===== src/rtl/hex7seg_to_byte.sv =====
// hex7seg_to_byte: samples two 7-segment digit patterns, waits for them to
// settle, decodes them back to a hex byte and offers it on a valid/ready port.
// Invalid glyphs raise a one-cycle seg_err instead of producing a byte.
module hex7seg_to_byte #(
  parameter int unsigned STABLE_CYCLES = 4
) (
  input  logic       clk,
  input  logic       rst_n,
  input  logic [0:7] d1,
  input  logic [0:7] d0,
  output logic [7:0] a,
  output logic       a_valid,
  input  logic       a_ready,
  output logic [1:0] dp,
  output logic       seg_err,
  output logic       overrun
);

  typedef enum logic {SETTLE, HELD} state_t;

  localparam logic [7:0] STABLE_N = 8'(STABLE_CYCLES);

  // Segment pattern (MSB = seg a ... LSB = seg g) to {valid, nibble}.
  function automatic logic [4:0] glyph_decode(input logic [6:0] seg);
    case (seg)
      7'b1111110: glyph_decode = 5'h10;
      7'b0110000: glyph_decode = 5'h11;
      7'b1101101: glyph_decode = 5'h12;
      7'b1111001: glyph_decode = 5'h13;
      7'b0110011: glyph_decode = 5'h14;
      7'b1011011: glyph_decode = 5'h15;
      7'b1011111: glyph_decode = 5'h16;
      7'b1110000: glyph_decode = 5'h17;
      7'b1111111: glyph_decode = 5'h18;
      7'b1111011: glyph_decode = 5'h19;
      7'b1110111: glyph_decode = 5'h1A;
      7'b0011111: glyph_decode = 5'h1B;
      7'b1001110: glyph_decode = 5'h1C;
      7'b0111101: glyph_decode = 5'h1D;
      7'b1001111: glyph_decode = 5'h1E;
      7'b1000111: glyph_decode = 5'h1F;
      default:    glyph_decode = 5'h00;
    endcase
  endfunction

  logic [0:7] d1_q, d0_q, snap1_q, snap0_q;
  logic [0:7] snap1_d, snap0_d;
  logic [7:0] cnt_q, cnt_d;
  state_t     state_q, state_d;
  logic [7:0] a_q, a_d;
  logic [1:0] dp_q, dp_d;
  logic       a_valid_q, a_valid_d;
  logic       seg_err_q, seg_err_d;
  logic       overrun_q, overrun_d;

  logic       changed, eval, load, both_blank;
  logic [4:0] dec1, dec0;

  // Stability tracking, one-shot evaluation and output handshake.
  always_comb begin
    changed    = {d1_q, d0_q} != {snap1_q, snap0_q};
    dec1       = glyph_decode(snap1_q[0:6]);
    dec0       = glyph_decode(snap0_q[0:6]);
    both_blank = (snap1_q[0:6] == 7'd0) && (snap0_q[0:6] == 7'd0);
    eval       = (state_q == SETTLE) && !changed && (cnt_q == STABLE_N);
    load       = eval && dec1[4] && dec0[4];

    snap1_d = snap1_q;
    snap0_d = snap0_q;
    cnt_d   = cnt_q;
    state_d = state_q;
    if (changed) begin
      // The edge that sees the new value counts as its first sample.
      snap1_d = d1_q;
      snap0_d = d0_q;
      cnt_d   = 8'd1;
      state_d = SETTLE;
    end else if (state_q == SETTLE) begin
      if (cnt_q == STABLE_N) state_d = HELD;
      else                   cnt_d   = cnt_q + 8'd1;
    end

    a_d       = a_q;
    dp_d      = dp_q;
    a_valid_d = a_valid_q;
    overrun_d = overrun_q;
    if (a_valid_q && a_ready) a_valid_d = 1'b0;
    if (load) begin
      a_d       = {dec1[3:0], dec0[3:0]};
      dp_d      = {snap1_q[7], snap0_q[7]};
      a_valid_d = 1'b1;
      if (a_valid_q && !a_ready) overrun_d = 1'b1;
    end
    seg_err_d = eval && !load && !both_blank;
  end

  // State and output registers; reset discards everything immediately.
  always_ff @(posedge clk or negedge rst_n) begin
    if (!rst_n) begin
      d1_q      <= '0;
      d0_q      <= '0;
      snap1_q   <= '0;
      snap0_q   <= '0;
      cnt_q     <= '0;
      state_q   <= SETTLE;
      a_q       <= '0;
      dp_q      <= '0;
      a_valid_q <= 1'b0;
      seg_err_q <= 1'b0;
      overrun_q <= 1'b0;
    end else begin
      d1_q      <= d1;
      d0_q      <= d0;
      snap1_q   <= snap1_d;
      snap0_q   <= snap0_d;
      cnt_q     <= cnt_d;
      state_q   <= state_d;
      a_q       <= a_d;
      dp_q      <= dp_d;
      a_valid_q <= a_valid_d;
      seg_err_q <= seg_err_d;
      overrun_q <= overrun_d;
    end
  end

  assign a       = a_q;
  assign dp      = dp_q;
  assign a_valid = a_valid_q;
  assign seg_err = seg_err_q;
  assign overrun = overrun_q;

endmodule


===== config.mk =====
export PLATFORM = sky130hd
export DESIGN_NAME = hex7seg_to_byte
export DESIGN_NICKNAME = d
export VERILOG_FILES = /design/src/rtl/hex7seg_to_byte.sv
export SDC_FILE = /design/constraint.sdc
export NUM_CORES = 1
export LEC_CHECK = 0
export BUFFER_PORTS_ARGS = -buffer_cell sky130_fd_sc_hd__buf_4
export CAP_MARGIN = 20
export CORE_MARGIN = 1
export CORE_UTILIZATION = 47
export DETAILED_ROUTE_END_ITERATION = 6
export HOLD_SLACK_MARGIN = 0.12
export PLACE_DENSITY = 0.67
export SLEW_MARGIN = 20
export SYNTH_ARGS = -nofsm -noshare
export SYNTH_HDL_FRONTEND = slang
export SYNTH_SLANG_ARGS = --single-unit

===== constraint.sdc =====
create_clock -name clk -period 5.67 [get_ports clk]
set_input_delay 1.134 -clock clk [delete_from_list [all_inputs] [get_ports clk]]
set_output_delay 1.134 -clock clk [all_outputs]
set_load 0.005 [all_outputs]

==> run metrics <==
Util after Layout=53.8%; post-cts repair resize count=0; ANT cells=0; Vias=1879; num rows=27; Die ar.=6080 µm²; Power Total=674 µW; post-synthesis compound-gate area fraction=12.5%; EDFF count, synth=0; Avg Cell Area, Syn=10.1 µm²; CP Capture Type=register; layout cells sized above 1=19.5%; routing usage on met3=4.00%; GRT met2 Usage=26.1%; commonest register cell after synthesis=dfrtp_1; Die W=78.0 µm; FF-to-FF setup slack=2800 ps; Fin Hold WS=399 ps; sequential fraction of the synthesis area=49.8%; Yosys cell types=51; Final Setup Violations=0; Post-Synth Simple-Gate Area=18.0%; most frequent cells after synthesis=54 x dfrtp_1, 30 x clkbuf_1, 22 x xor2_1; Iteration-0 DRC Markers=73; IO buf count=31; main combinational cell family by area after synthesis=simple AND/OR/NAND/NOR gates; CTS tree=done; remaining routing DRC violations=0; hold violation total from the final report=0; VDD IR-drop max=0.000165 V; Yosys top cell area share=49.8%; R2R Path Start=snap0_q[4]; grt total ovfl=0; RSZ-0062 raised after global routing=no; post-synthesis xor/xnor area fraction=8.39%; cell taking the most area after synthesis=dfrtp_1; vias per cell=5.46; Adder-Cell Fraction of Synth Area=0.922%; Req. time, crit path=5850 ps; CTS H-tree depth=2; Slew HR=56.9%; hpwl dp=3510 µm; R2R cell count=6; Reg2Reg Capture Point=a[2]; core area=5540 µm²; die height=78.0 µm; TNS Setup=0 ps; Slew Viols, Final=0; actual slew at the worst max-slew pin=646 ps; power density cells=226 nW/µm²; clk slew on worst S/H paths=90 ps; wire length per cell=14.4 µm; DR pass1 iterations=4; pin count of the biggest net entering global routing=55; mux contribution to synthesized area=4.33%; total global-route track usage=17.5%; non-filler instance count after layout=344; Initial Util=49.0%; f_max=0.348 GHz; worst hold endpoint=snap0_q[6]; vias in the first global route=1740; first-pass GRT wire length=8290 µm; total CTS buffers=5; io pins=32; Area Growth Syn to Fin=9.82%; detailed-route wire length=4940 µm; P_leak=1.29 nW; clk_lat worst skew=300 ps; status=finished, final reports clean; hold path depth=0; clock tree buffer depth=2; # fillers=523; met1 Usage GRT=25.5%; initial antenna violation count=0; Final min period=2870 ps; remaining antenna violation count after routing=0; GPL Wtd Cong=0.903; max_cap viols=0; gr busiest metal=met2; FF+latch count, synth=54; CP arrival=3060 ps; Final period util=50.7%; fin nets=292; async set or reset register ratio after synthesis=100%; Clock Skews=5.16 ps; critical path class=reg -> reg; clk root buf=clkbuf_8; HP Start=d0_q[6]; Synth area leaders=dfrtp_1 50%, xor2_1 7.1%, clkbuf_1 4.1%; path type of the worst min-delay path=reg -> reg; syn nets=289; crit-path max FO=17; Mapped Cells=268; Cell Area, Synth=2720 µm²; Post-CTS Repair Setup Buffers=0; synth warn=0; clock tree sinks=54; DP Cell Count=336; Startpoint Class=register; count leader, synth=dfrtp_1; post-cts hold buffer count=0
how the worst max path moves through the flow:
stage,from,to,cells after the start
finish,snap0_q[4],a[2],6
global route,snap0_q[4],a[2],6
CTS,snap0_q[4],a[2],6
detailed placement,snap0_q[4],a[2],6
global placement,snap0_q[4],a[2],6
floorplan,snap1_q[5],a[0],7
metal layers:
metal  wire (µm)  part of all wire, %
met1        2510                   51
met2        2240                   45
met3         139                  2.8
met4          53                  1.1
met5           0                    0
sequential cells by signal, indices dropped and copies added (netlist names):
register	flops
d0_q	8
snap0_q	8
a	8
seg_err	1
snap1_q	8
overrun	1
d1_q	8
cnt_q	8
a_valid	1
state_q	1
dp	2
where the power goes:
part           switching (mW)  internal (mW)  total, mW  leakage [nW]
clock                   0.116         0.0873      0.203        0.0452
combinational          0.0255         0.0251     0.0506         0.565
sequential             0.0238          0.396      0.420         0.675
logic make-up after synthesis:
family,count (synthesis)
flip-flops,54
AO/OA/AOI/OAI,46
AND/OR/NAND/NOR,89
multiplexers,10
adder cells (fa/ha/maj),2
buffers and inverters,41
XOR/XNOR,26
cell type report:
type | count | area (µm²) | area share (%)
clock inverter | 2 | 13.8 | 0.462
tap | 72 | 90.1 | 3.02
inverter | 6 | 22.5 | 0.755
timing repair buffer | 31 | 233 | 7.81
clock buffer | 6 | 72.6 | 2.43
multi-input combinational | 173 | 1200 | 40.2
sequential | 54 | 1350 | 45.3
per-stage QoR:
stage / area (µm²) / setup slack (ps)
floorplan: 2720 / 3280
finish: 2980 / 2800
global route: 2980 / 2500
CTS: 2980 / 2740
global placement: 2900 / 2850
detailed placement: 2900 / 2760
placed cells by master (no fill, tap or decap), types with 2 or more instances in the layout:
cell / n
a211oi_1: 2
nor2b_1: 4
nand4b_1: 2
a21oi_1: 3
or4_1: 2
nor2_1: 16
nand2b_1: 5
xor2_1: 22
buf_4: 31
or2_2: 2
a31oi_1: 6
nand2_1: 19
nor3_1: 7
nand4bb_1: 2
nor4b_1: 3
inv_1: 6
o211ai_1: 3
ha_1: 2
mux2_4: 2
nand3b_1: 2
o21bai_1: 3
nor4_1: 7
xnor2_1: 4
nand3_1: 5
a41oi_1: 2
o21a_1: 2
mux2_2: 6
a21o_1: 2
clkbuf_8: 5
o21ai_0: 12
dfrtp_1: 54
mux2i_1: 2
and2_1: 2
nand4_1: 5
nor3b_1: 3
worst max-delay path, stage by stage (launching register included):
cell	delay, ps
dfrtp_1	580
xor2_1	250
nor4_1	310
nand4_1	440
a311oi_2	460
a21boi_4	360
mux2_2	370
Note: power is estimated with default switching activity, not from simulation.
